===== config.mk =====
export PLATFORM = sky130hd
export DESIGN_NAME = powerup_ctrl
export DESIGN_NICKNAME = d
export VERILOG_FILES = /design/src/rtl/powerup_ctrl.sv
export SDC_FILE = /design/constraint.sdc
export NUM_CORES = 1
export LEC_CHECK = 0
export ABC_AREA = 1
export ABC_CLOCK_PERIOD_IN_PS = 1500
export CAP_MARGIN = 20
export CORE_UTILIZATION = 41
export DETAILED_ROUTE_END_ITERATION = 10
export GPL_ROUTABILITY_DRIVEN = 0
export GPL_TIMING_DRIVEN = 0
export PLACE_DENSITY = 0.67
export SETUP_SLACK_MARGIN = 0.05
export SYNTH_ARGS = -nofsm -noshare
export SYNTH_HDL_FRONTEND = slang
export SYNTH_SLANG_ARGS = --single-unit

===== constraint.sdc =====
create_clock -name sys_clk -period 1.5 [get_ports sys_clk]
set_clock_uncertainty 0.05 [all_clocks]
set_input_delay 0.15 -clock sys_clk [delete_from_list [all_inputs] [get_ports sys_clk]]
set_output_delay 0.15 -clock sys_clk [all_outputs]
set_load 0.1 [all_outputs]

===== src/rtl/powerup_ctrl.sv =====
// Player power-state controller: edge-detects item/enemy touches and
// sequences grow, shrink and death transitions on frame ticks.
module powerup_ctrl #(
  parameter int GROW_FRAMES  = 48,
  parameter int INV_FRAMES   = 120,
  parameter int DEATH_FRAMES = 90,
  parameter int FLICK_PERIOD = 4,
  parameter int LIFE_INIT    = 3
) (
  input  logic       sys_clk,
  input  logic       RST_N,
  input  logic       frame_tick,
  input  logic       touch_mush,
  input  logic       touch_flower,
  input  logic       touch_1up,
  input  logic       touch_enemy,
  output logic [1:0] power_state,
  output logic       freeze,
  output logic       anim_phase,
  output logic       invuln,
  output logic [3:0] life_cnt,
  output logic       dead_pulse,
  output logic       game_over
);

  localparam int MAXF = (GROW_FRAMES > DEATH_FRAMES) ?
                        GROW_FRAMES : DEATH_FRAMES;
  localparam int FW = $clog2(MAXF + 1);
  localparam int IW = $clog2(INV_FRAMES + 1);
  localparam int FB = $clog2(FLICK_PERIOD);

  localparam logic [FW-1:0] GROW_LAST  = FW'(GROW_FRAMES - 1);
  localparam logic [FW-1:0] DEATH_LAST = FW'(DEATH_FRAMES - 1);
  localparam logic [IW-1:0] INV_LOAD   = IW'(INV_FRAMES);
  localparam logic [3:0]    LIFE_RST   = 4'(LIFE_INIT);

  localparam logic [1:0] PW_SMALL = 2'd0;
  localparam logic [1:0] PW_BIG   = 2'd1;
  localparam logic [1:0] PW_FIRE  = 2'd2;

  typedef enum logic [2:0] {
    S_IDLE,
    S_GROW,
    S_SHRINK,
    S_DYING,
    S_OVER
  } state_t;

  // bit 0 mush, 1 flower, 2 1up, 3 enemy
  logic [3:0]    in_q, in_qq, edge_q;
  logic [2:0]    pend_q, pend_d, avail;
  state_t        state_q, state_d;
  logic [FW-1:0] fcnt_q, fcnt_d;
  logic [IW-1:0] inv_q, inv_d;
  logic [1:0]    tgt_q, tgt_d;
  logic [1:0]    power_q, power_d;
  logic [3:0]    life_q, life_d;
  logic          freeze_q, freeze_d;
  logic          anim_q, anim_d;
  logic          invuln_q;
  logic          dead_q, dead_d;
  logic          over_q, over_d;
  logic          enter;
  logic          hit_en, take_m, take_f, take_u;

  logic [3:0] touch;
  assign touch = {touch_enemy, touch_1up,
                  touch_flower, touch_mush};

  // Arbitration terms, made mutually exclusive in priority order.
  assign avail  = pend_q | edge_q[2:0];
  assign hit_en = edge_q[3] & (inv_q == '0);
  assign take_m = avail[0] & ~hit_en;
  assign take_f = avail[1] & ~hit_en & ~avail[0];
  assign take_u = avail[2] & ~hit_en & ~avail[0] & ~avail[1];

  // Next-state, timer and output computation.
  always_comb begin
    state_d = state_q;
    fcnt_d  = fcnt_q;
    inv_d   = inv_q;
    tgt_d   = tgt_q;
    power_d = power_q;
    life_d  = life_q;
    dead_d  = 1'b0;
    over_d  = over_q;
    pend_d  = avail;
    enter   = 1'b0;
    if (frame_tick && inv_q != '0) inv_d = inv_q - 1'b1;
    if (frame_tick) fcnt_d = fcnt_q + 1'b1;
    unique case (state_q)
      S_IDLE: begin
        unique case (1'b1)
          hit_en: begin
            enter   = 1'b1;
            state_d = (power_q == PW_SMALL) ? S_DYING : S_SHRINK;
          end
          take_m: begin
            pend_d[0] = 1'b0;
            if (power_q == PW_SMALL) begin
              state_d = S_GROW;
              tgt_d   = PW_BIG;
              enter   = 1'b1;
            end
          end
          take_f: begin
            pend_d[1] = 1'b0;
            if (power_q != PW_FIRE) begin
              state_d = S_GROW;
              tgt_d   = PW_FIRE;
              enter   = 1'b1;
            end
          end
          take_u: begin
            pend_d[2] = 1'b0;
            if (life_q != 4'd9) life_d = life_q + 4'd1;
          end
          default: ;
        endcase
      end
      S_GROW: begin
        if (frame_tick && fcnt_q == GROW_LAST) begin
          power_d = tgt_q;
          state_d = S_IDLE;
          enter   = 1'b1;
        end
      end
      S_SHRINK: begin
        if (frame_tick && fcnt_q == GROW_LAST) begin
          power_d = PW_SMALL;
          inv_d   = INV_LOAD;
          state_d = S_IDLE;
          enter   = 1'b1;
        end
      end
      S_DYING: begin
        if (frame_tick && fcnt_q == DEATH_LAST) begin
          dead_d  = 1'b1;
          power_d = PW_SMALL;
          life_d  = life_q - 4'd1;
          enter   = 1'b1;
          if (life_q == 4'd1) begin
            over_d  = 1'b1;
            state_d = S_OVER;
          end else begin
            state_d = S_IDLE;
          end
        end
      end
      S_OVER: ;
      default: state_d = S_IDLE;
    endcase
    if (enter) fcnt_d = '0;
    freeze_d = (state_d != S_IDLE);
    anim_d   = 1'b0;
    if (state_d == S_GROW || state_d == S_SHRINK ||
        (state_d == S_IDLE && inv_d != '0))
      anim_d = fcnt_d[FB];
  end

  // State, timers, edge detectors and registered outputs.
  always_ff @(posedge sys_clk or negedge RST_N) begin
    if (!RST_N) begin
      in_q     <= '0;
      in_qq    <= '0;
      edge_q   <= '0;
      pend_q   <= '0;
      state_q  <= S_IDLE;
      fcnt_q   <= '0;
      inv_q    <= '0;
      tgt_q    <= PW_SMALL;
      power_q  <= PW_SMALL;
      life_q   <= LIFE_RST;
      freeze_q <= 1'b0;
      anim_q   <= 1'b0;
      invuln_q <= 1'b0;
      dead_q   <= 1'b0;
      over_q   <= 1'b0;
    end else begin
      in_q     <= touch;
      in_qq    <= in_q;
      edge_q   <= in_q & ~in_qq;
      pend_q   <= pend_d;
      state_q  <= state_d;
      fcnt_q   <= fcnt_d;
      inv_q    <= inv_d;
      tgt_q    <= tgt_d;
      power_q  <= power_d;
      life_q   <= life_d;
      freeze_q <= freeze_d;
      anim_q   <= anim_d;
      invuln_q <= (inv_d != '0);
      dead_q   <= dead_d;
      over_q   <= over_d;
    end
  end

  assign power_state = power_q;
  assign freeze      = freeze_q;
  assign anim_phase  = anim_q;
  assign invuln      = invuln_q;
  assign life_cnt    = life_q;
  assign dead_pulse  = dead_q;
  assign game_over   = over_q;

endmodule


**Word level (Yosys, flattened, before mapping)**

Index checks and enable logic that the tools add are counted.

- Add/sub/neg operators: 4
- Equality and inequality tests: 18
- Mux-type cells: 36
- Bitwise gates (word level): 13
- Reductions and logical operators: 22

Operators with widths:

| kind | number |
|---|---|
| $mux W7 | 5 |
| $mux W3 | 6 |
| $reduce_bool A7 Y1 | 2 |
| $mux W4 | 3 |
| $ne A2 B2 Y1 const B | 6 |
| $pmux W3 S4 | 1 |
| $reduce_and A4 Y1 | 3 |
| $mux W1 | 10 |
| $mux W2 | 5 |
| $eq A3 B2 Y1 const B | 3 |
| $pmux W3 S3 | 1 |
| $pmux W4 S2 | 1 |
| $add A7 B1 Y7 const B | 1 |
| $and A1 B1 Y1 | 7 |
| $eq A7 B6 Y1 const B | 1 |
| $eq A7 B7 Y1 const B | 1 |
| $logic_not A7 Y1 | 1 |
| $sub A7 B1 Y7 const B | 1 |
| $eq A3 B1 Y1 const B | 2 |
| $logic_not A3 Y1 | 2 |
| $pmux W1 S3 | 2 |
| $pmux W2 S3 | 1 |
| $reduce_bool A2 Y1 | 3 |
| $reduce_bool A3 Y1 | 2 |
| 16 further kinds | 23 |

- Bits in registers: 45
- Input port bits: 7
- Output and inout port bits: 11
- Word-level logic and storage cells: 109

**Depth between registers and ports, before layout**

- Depth in word-level cells: 11
- Mapped depth: 13

**Worst setup path before layout**

No wires, ideal clock.

- Path kind: reg-to-reg
- Start point: register life_q[1] (netlist: life_cnt[1])
- End point: register life_q[2] (netlist: life_cnt[2])
- Setup time: 0.122 ns
- Arrival time: 1.887 ns
- Required time: 1.328 ns
- Setup slack: -0.559 ns
- Stages on the path, launching flop included: 11
- Path buffers: 0
- Period minus slack after synthesis: 2.059 ns
- Path through: dfstp_2 -> inv_1 -> ha_1 -> nand3_1 -> nand2_1 -> a21oi_2 -> nand2_2 -> nor2_2 -> o21ai_1 -> nand2_1 -> nand2_1

- Cells in the longest elaborated chain, start to end: 4

RTL lines:

| what | line | source |
|---|---|---|
| from (decl) | 57 | `logic [3:0] life_q, life_d;` |
| from (signal assigned) | 189 | `life_q <= life_d;` |
| $add A4 B1 Y4 | 116 | `if (life_q != 4'd9) life_d = life_q + 4'd1;` |
| $mux W4 | 116 |  |
| $mux W4 | 93 | `unique case (1'b1)` |
| $pmux W4 S2 | 91 | `unique case (state_q)` |

Parallel ways exist; a longest one is shown, timed or not. The select of a mux whose other input is x is not followed.
A chain may end at the register's enable or synchronous reset.

**Worst setup path after layout**

- Start point: register inv_q[1]
- End point: register anim_q (netlist: anim_phase)

- Cells in the longest elaborated chain, start to end: 11

RTL lines:

| what | line | source |
|---|---|---|
| from (decl) | 54 | `logic [IW-1:0] inv_q, inv_d;` |
| from (signal assigned) | 186 | `inv_q <= inv_d;` |
| $logic_not A7 Y1 | 72 | `assign hit_en = edge_q[3] & (inv_q == '0);` |
| $and A1 B1 Y1 | 72 |  |
| $not A1 Y1 | 73, 74 |  |
| $and A1 B1 Y1 (2 in series) | 74 | `assign take_f = avail[1] & ~hit_en & ~avail[0];` |
| $pmux W3 S3 | 93 |  |
| $pmux W3 S4 | 91 |  |
| $eq A3 B1 Y1, or another cell as far along | 156 | `if (state_d == S_GROW \|\| state_d == S_SHRINK \|\|` |
| $logic_or A1 B1 Y1 / $logic_and A1 B1 Y1 (equally long branches) | 156, 157 |  |
| $logic_or A1 B1 Y1 | 156 |  |
| $mux W1 * | 156 |  |
| named net anim_d | 59 | `logic anim_q, anim_d;` |
| to (signal assigned) | 191 | `anim_q <= anim_d;` |
| to (decl) | 59 |  |

The timed path passes the listed nets; every way through them passes the cells marked *.

==> summary.md <==
| Metric | Value |
|---|---|
| Area occupied by multi-input gates | 1360 µm² |
| Met3 usage | 3.57% |
| Hold path startpoint | touch_mush |
| Unique masters post-synth | 35 |
| Detailed Routing Iterations Pass 1 | 4 |
| Core area | 5270 µm² |
| Worst-path clk slew | 0.09 ns |
| Combinational Power Share | 59.1% |
| Final setup vio count | 21 |
| Area grow syn2layout | 49.5% |
| Worst-path maximum fanout | 4 |
| Most common cell after layout, fill and taps aside | nand2_1 |
| Seq. cell area | 1150 µm² |
| Worst R2R Start | inv_q[1]$_DFF_PN0_ |
| Syn Inst Count | 269 |
| Max-cap viol count | 0 |
| HP Class | in -> reg |
| First-pass GRT wire length | 8400 µm |
| Max Slew Vio Count | 0 |
| Die X | 77.1 µm |
| Most frequent cells in the layout | nand2_1 (39), dfrtp_1 (36), buf_4 (35) |
| Rows | 26 |
| CP Launch Type | flop |
| Final ANT Viol Nets | 0 |
| Net count, final | 353 |
| Sequential element share of the synthesized area | 48.9% |
| Top_reg_cell synth | dfrtp_1 |
| Clock tree buffer depth | 2 |
| Critical Path Start | inv_q[1]$_DFF_PN0_ |
| Fillers | 401 |
| Ys Warns | 0 |
| Largest net degree at the start of global routing | 29 |
| CP Data Arrival Time | 1.93 ns |
| Adder-cell share of the synthesized area | 3.79% |
| Largest family of logic cells by synthesized area | simple AND/OR/NAND/NOR gates |
| Io pins | 18 |
| Synth Area in Compound Gates | 5.96% |
| Post-Route WL | 5600 µm |
| Sw power | 3240 µW |
| Tightest Pin Transition | 0.541 ns |
| Mapped cell area | 2310 µm² |
| Global routing's busiest layer | met2 |
| Failing checks | negative setup slack |
| Hold path depth | 1 |
| FF-to-FF path depth | 13 |
| Total die area | 5940 µm² |
| Fmax | 560 MHz |
| CP Capture Type | flop |
| Number of global-route vias before repair | 1933 |
| Area after DPL | 2660 µm² |
| Total CTS buffers | 5 |
| # DRC | 0 |
| Initial drt markers | 121 |
| Endpoints failing hold | 0 |
| Clk pwr share | 11.5% |
| Dpl ws | -0.467 ns |
| Die Span Y | 77.1 µm |
| Tmin final | 1.79 ns |
| RSZ-0062 raised after global routing | yes |
| Leakage power | 0.00158 µW |
| Pwr dens | 1960 nW/µm² |
| Initial antenna violation count | 0 |
| Status | finished, violations left |
| Slew margin rel. | 64.1% |
| VDD IR max | 0.00124 V |
| Util after Layout | 65.5% |
| Hpwl dp | 3000 µm |
| Worst setup margin | -0.285 ns |
| Grt met1 use | 22.9% |
| Sequential Power Share | 29.4% |
| Avg Cell Area, Syn | 8.59 µm² |
| Final Power | 6780 µW |
| Vias/cell | 4.99 |
| H-tree depth | 2 |
| Root buffer cell | clkbuf_8 |
| Sink Count | 45 |
| Sw frac | 47.7% |
| TritonCTS clock tree | yes |
| FFs w/ async S/R, synth | 100% |
| Number of synthesized register bits | 45 |
| WL/cell | 13.7 µm |
| Final global-route overflow total | 0 |
| WHS | 0.226 ns |
| Syn_nets | 283 |
| # diodes | 0 |
| Share of post-route cells with drive strength above 1 | 51.5% |
| Clock latency on the worst-skew pair | 0.30 ns |
| Req. time, crit path | 1.65 ns |
| Vias | 2044 |
| Synth Area in Simple Gates | 30.7% |
| Total GRT Usage | 17.8% |
| Initial Util | 43.8% |
| EDFF count, synth | 0 |
| Final period util | 119% |
| Cell area after layout | 3450 µm² |
| Mux contribution to synthesized area | 0.596% |
| Int Pwr | 3540 µW |
| Buffers added on ports | 17 |
| Xor/xnor share of the synthesized area | 2.28% |
| Crit Path Class | reg -> reg |
| Grt met2 use | 29.6% |
-- through the flow --
step | instances | TNS (ns)
global route | 410 | -5.68
detailed placement | 357 | -8.20
finish | 410 | -3.76
floorplan | 269 | -0.955
CTS | 396 | -1.16
global placement | 356 | -52.63
-- worst max-delay path: stages (launching register included) --
cell and delay (ns):
dfrtp_1 0.40, inv_2 0.10, ha_4 0.15, inv_2 0.04, nor2_4 0.09, nand3_4 0.11
nand2_4 0.11, nand2_2 0.05, nand2_2 0.08, nand3_2 0.07, nor2_2 0.15, nand3_2 0.12
nor2_2 0.11, nor2_1 0.04
-- synthesized netlist by cell type (2+ instances only) --
cell	instances	area share (%)
nor3_1	7	1.5
nand4_1	3	0.81
nor2_4	5	2.4
nor3_2	2	0.87
dfstp_2	2	2.3
inv_2	8	1.3
ha_1	7	3.8
xor2_1	4	1.5
o21ai_1	3	0.65
nor2_2	4	1.1
nand2_1	54	8.8
inv_1	39	6.3
o22ai_1	2	0.54
nand3_1	21	4.6
nand3b_1	2	0.65
dfrtp_1	43	47
nand2_2	5	1.4
xnor2_1	2	0.76
nand2_4	2	0.98
a21oi_1	6	1.3
nand3_2	5	2.2
nor2_1	25	4.1
o21ai_0	6	1.3
-- worst paths after layout --
| kind | end | slack (ns) |
|---|---|---|
| worst min-delay path | in_q[0]$_DFF_PN0_ | 0.23 |
| max in group asynchronous | life_cnt[1]$_DFFE_PN1P_ | 0.59 |
| min in group asynchronous | fcnt_q[1]$_DFFE_PN0P_ | 0.26 |
| worst max-delay path | anim_phase$_DFF_PN0_ | -0.29 |
| worst min register to register | in_qq[0]$_DFF_PN0_ | 0.33 |
| worst max register to register | anim_phase$_DFF_PN0_ | -0.29 |
-- state kept, by name, summed over array words and instances (netlist names), 2 cells and up --
name / count
in_qq: 4
life_cnt: 4
in_q: 4
fcnt_q: 7
tgt_q: 2
pend_q: 3
state_q: 3
power_state: 2
inv_q: 7
edge_q: 4
-- what timing repair did --
item,CTS,global route
pin swaps,20,24
hold buffers,1,0
buffers inserted,30,14
setup endpoints to repair,32,28
endpoints found under the hold margin,17,0
gates resized for setup,81,63
cloned,0,0
-- final cells by class --
type	count	area share, %
multi-input cells	176	39.3
flip-flops and latches	45	33.3
repair buffers	63	16.6
inverters	47	5.40
well taps	70	2.54
clock buffers	5	1.99
clock inverters	3	0.725
plain buffers	1	0.217
-- cell families after synthesis --
logic type,after synthesis
xor+xnor,6
fa+ha+maj,7
compound gates,23
mux,1
flops,45
buf+inv,48
simple gates,139
-- per-layer routing --
metal,wire [µm],up-vias
met2,2930,51
met4,115,0
li1,-,992
met1,2370,987
met5,0,-
met3,188,14
-- power groups by stage --
stage | registers (µW) | logic [µW] | clock network [µW]
after CTS | 1960 | 3300 | 802
final | 1990 | 4000 | 782
after detailed placement | 2010 | 2610 | 0
after global placement | 2000 | 2580 | 0
after floorplan | 2620 | 1450 | 0
after global routing | 2040 | 4290 | 842
Note: power is estimated with default switching activity, not from simulation.
==> patch 1, RTL diff (same settings) <==
`in_q` no longer has a reset.
--- a/src/rtl/powerup_ctrl.sv
+++ b/src/rtl/powerup_ctrl.sv
@@ -163,3 +163,2 @@
     if (!RST_N) begin
-      in_q     <= '0;
       in_qq    <= '0;
@@ -179,3 +178,2 @@
     end else begin
-      in_q     <= touch;
       in_qq    <= in_q;
@@ -197,2 +195,6 @@
 
+  always_ff @(posedge sys_clk) begin
+    in_q <= touch;
+  end
+
   assign power_state = power_q;
Function: changed (Yosys sat finds a counterexample within 4 cycles, from zero or initial values and one cycle with RST_N low).
==> patch 1 against the unedited design <==
  * The run still ends with negative setup slack left
  * Combinational power down 12%
  * Count of clock-buffer cells in the layout increased by 1
  * Fmax is 2.0% lower
  * Sequential share of layout area rose by 1.3 points
  * Wire length is 13% lower
  * Sequential power about the same
  * Critical path depth shrank 2
  * Synthesized area is 0.87% lower
  * Sequential cell count did not move
  * Setup slack worse by 0.036 ns
  * Total power down 4.9%
  * Cell area down 5.3%
==> patch 1: results (changes against the unedited design) <==
| Metric | Value |
|---|---|
| Cell Area, Placed | 0.00265 mm2 (-0.47%) |
| Met2 GRT Util | 31.7% (+2.1 points) |
| Synth Area in Compound Gates | 6.01% (+0.052 points) |
| Final #Nets | 348 (-1.4%) |
| Violated checks | negative setup slack |
| WL met2 | 2.46 mm (-16%) |
| Vias | 1946 (-4.8%) |
| Relative slew slack | 64.1% (about the same) |
| Largest net degree at the start of global routing | 23 (-21%) |
| DR WL met3 | 118 um (-37%) |
| Sequential area share after synthesis | 48.4% (-0.45 points) |
| WHS | 0.236 ns (+0.00937 ns) |
| Fraction of layout cells with a size suffix above 1 | 45.4% (-6.1 points) |
| Iter 0 DRT Violations | 74 (-39%) |
| Hold_sp | touch_1up |
| Via density | 4.80 (-3.6%) |
| Crit path arrival time | 1.97 ns (+0.04 ns) |
| Gr usage total | 18.3% (+0.51 points) |
| Place WS | -0.475 ns (-0.00837 ns) |
| Asr flop ratio synth | 91.1% (-8.9 points) |
| Post-synth EDFFs | 0 (unchanged) |
| Internal power | 3.50 mW (-1.3%) |
| Worst vdd rail ir drop | 1210 uV (-2.0%) |
| Worst R2R End | freeze |
| Setup-failing EPs final | 20 (-4.8%) |
| Routed WL | 4.88 mm (-13%) |
| Hold Path End | in_q[2] |
| Combinational cell power | 3.51 mW (-12%) |
| Vias in the first global route | 1954 (+1.1%) |
| Top post-synthesis cells by area | dfrtp_1 43%, nand2_1 8.9%, inv_1 6.4%, nand3_1 4.6%, nor2_1 4.1% |
| Part of the power in registers | 30.8% (+1.4 points) |
| Setup ws final | -0.321 ns (-0.0358 ns) |
| Post-Synth XOR/XNOR Area | 2.30% (+0.020 points) |
| First-pass GRT wire length | 8.60 mm (+2.5%) |
| Outcome | finished with violations |
| Filler Cell Count | 435 (+8.5%) |
| Setup_tns | -4.24 ns (-0.474 ns) |
| CP Max Fanout | 8 (+4) |
| Total power | 6.45 mW (-4.9%) |
| Met1 wire length | 2.22 mm (-6.2%) |
| GR Util met3 | 3.93% (+0.36 points) |
| Worst r2r src | inv_q[0] |
| Synth top cells by count | 54 x nand2_1, 39 x dfrtp_1, 39 x inv_1, 25 x nor2_1, 21 x nand3_1 |
| Post-synthesis adder-cell area fraction | 3.83% (+0.033 points) |
patch 1: cell types whose count changed in the layout (fill, tap and decap cells not counted), sizes merged:
cell	before	now
bufinv	0	1
clkdlybuf4s50	4	5
dlymetal6s2s	1	0
dfxtp	0	4
clkbuf	5	6
dfrtp	43	39
inv	49	47
buf	53	48
patch 1: timing repair:
| item | 4_1_cts | 5_1_grt |
|---|---|---|
| hold buffers | 1 | 0 |
| endpoints found under the setup margin | 32 | 28 |
| gates resized for setup | 81 | 26 |
| pin swaps | 13 | 13 |
| gates cloned | 0 | 0 |
| endpoints found under the hold margin | 19 | 0 |
| buffers inserted | 26 | 13 |
patch 1: layout make-up:
cell class                 instances  share of cell area, %
timing repair buffer              58                   15.5
clock inverter                     2                   1.15
buffer                             1                  0.153
tap                               70                   2.68
sequential                        45                   34.6
clock buffer                       6                   2.53
inverter                          47                   5.55
multi-input combinational        176                   37.8
patch 1: how the worst max path moves through the flow:
stage,endpoint,cells after the start
after detailed placement,life_cnt[0],1
after floorplan,life_cnt[2],10
after global placement,power_state[1],1
final,freeze,11
after global routing,anim_phase,13
after CTS,anim_phase,13
patch 1: cells by family after synthesis:
| family | Yosys count |
|---|---|
| muxes | 1 |
| AOI/OAI and AO/OA | 23 |
| buffers and inverters | 48 |
| adders and majority gates | 7 |
| DFF | 45 |
| and+or+nand+nor | 139 |
| xor gates and xnor gates | 6 |
patch 1: critical path, cell delays in order, from the launching register on:
cell     delay [ns]
dfrtp_1        0.41
inv_2          0.11
ha_4           0.14
buf_4          0.11
nand2_4        0.05
nor2_4         0.16
nand2_4        0.12
nand3_2        0.10
nand3_2        0.09
nand2_2        0.09
nand3_2        0.08
or2_1          0.21
==> patch 2, RTL diff (config.mk and constraints unchanged) <==
Without the edit above. Change the parameter `FLICK_PERIOD` from 4 to 2.
--- a/src/rtl/powerup_ctrl.sv
+++ b/src/rtl/powerup_ctrl.sv
@@ -6,3 +6,3 @@
   parameter int DEATH_FRAMES = 90,
-  parameter int FLICK_PERIOD = 4,
+  parameter int FLICK_PERIOD = 2,
   parameter int LIFE_INIT    = 3
Behaviour: not the same (Yosys sat finds a counterexample within 10 cycles, from zero or initial values and one cycle with RST_N low).
==> patch 2 against the unedited design <==
  * The run still ends with negative setup slack left
  * Count of clock-buffer cells in the layout stayed put
  * Setup slack worse by 0.014 ns
  * Critical endpoint is now freeze
  * Cell area is 8.7% lower
  * Synthesized area is 0.38% higher
  * Sequential cell count stayed put
  * Cell count is 6.6% lower
  * Wire length is 16% lower
  * Total power is 9.9% lower
  * Fmax is 0.80% lower
  * Clock power is 17% higher
  * Die area is 0.38% higher
==> patch 2: results (changes against the unedited design) <==
| Metric | Value |
|---|---|
| Outcome | finished with violations |
| Violated checks | negative setup slack |
| Worst vdd rail ir drop | 990 uV (-20%) |
| Worst R2R End | freeze |
| Filler Cell Count | 481 (+20%) |
| Switching power | 2.89 mW (-11%) |
| Part of the power in registers | 32.5% (+3.1 points) |
| Sequential area share after synthesis | 48.7% (-0.18 points) |
| Sw Ratio | 47.3% (-0.44 points) |
| Final #Nets | 324 (-8.2%) |
| Fraction of layout cells with a size suffix above 1 | 41.8% (-9.7 points) |
| CP startpoint | inv_q[0] |
| Vias in the first global route | 1713 (-11%) |
| WL met2 | 2.35 mm (-20%) |
| Iter 0 DRT Violations | 66 (-45%) |
| Met1 wire length | 2.17 mm (-8.6%) |
| First-pass GRT wire length | 7.85 mm (-6.5%) |
| HPWL Detailed | 3.23 mm (+7.6%) |
| Worst Reg-to-Reg Cells | 12 (-1) |
| Setup ws final | -0.300 ns (-0.0144 ns) |
| Top post-synthesis cells by area | dfrtp_1 46%, nand2_1 8.9%, inv_1 5.5%, nand3_1 4.5%, ha_1 3.8% |
| Initial DRT Pass Iterations | 4 (unchanged) |
| Setup-failing EPs final | 20 (-4.8%) |
| Yosys cell types | 36 (+2.9%) |
| Net count after synthesis | 280 (-1.1%) |
| GR Util met3 | 2.86% (-0.71 points) |
| Hold_sp | frame_tick |
| Slew @ Worst Pin | 0.543 ns (+0.00251 ns) |
| Gr usage total | 16.8% (-1.0 points) |
| Place WS | -0.467 ns (+0.000300 ns) |
| Port bufs | 16 (-1) |
patch 2: cell count changes in the layout (fill, tap and decap cells not counted), sizes merged, moves of 2 or more:
cell / before / now
nor3: 9 / 6
nor3b: 1 / 3
inv: 49 / 46
nand4: 3 / 5
buf: 53 / 28
nor4: 2 / 0
nor2: 34 / 32
clkinv: 0 / 2
patch 2: final cells by class:
class                           instances  area [um2]  share of cell area (%)
Inverter                               47         188                    5.95
Multi-Input combinational cell        173        1260                    40.0
Clock buffer                            5        68.8                    2.18
Clock inverter                          3        46.3                    1.47
Buffer                                  1        11.3                   0.357
Sequential cell                        45        1150                    36.3
Timing Repair Buffer                   37         343                    10.9
Tap cell                               72        90.1                    2.86
patch 2: worst min path at each step:
stage | to | slack [ns] | cells past startpoint
after global placement | in_qq[2] | 0.31 | 0
final | inv_q[3] | 0.11 | 3
after detailed placement | game_over | 0.09 | 1
after floorplan | anim_phase | -0.20 | 0
after CTS | inv_q[3] | 0.14 | 3
after global routing | inv_q[3] | 0.12 | 3
patch 2: repair_timing:
action | 4_1_cts | 5_1_grt
hold buffers | 1 | 0
setup endpoints to repair | 35 | 30
buffers inserted | 13 | 7
pin swaps | 9 | 8
hold endpoints to repair | 19 | 0
resized for setup | 69 | 31
cloned | 0 | 0
patch 2: per-stage QoR:
step,TNS [ns],std cells
2_1_floorplan,-1.11,266
4_1_cts,-2.19,377
6_report,-3.38,383
3_5_place_dp,-5.57,355
5_1_grt,-6.21,383
3_3_place_gp,-49.64,354
patch 2: logic make-up after synthesis:
logic type	Yosys count	share of synthesized area, %
flip-flops	45	48.7
AO/OA/AOI/OAI	22	5.83
XOR/XNOR	6	2.27
multiplexers	1	0.432
buffers and inverters	48	8.09
adder cells (fa/ha/maj)	7	3.78
AND/OR/NAND/NOR	137	30.9
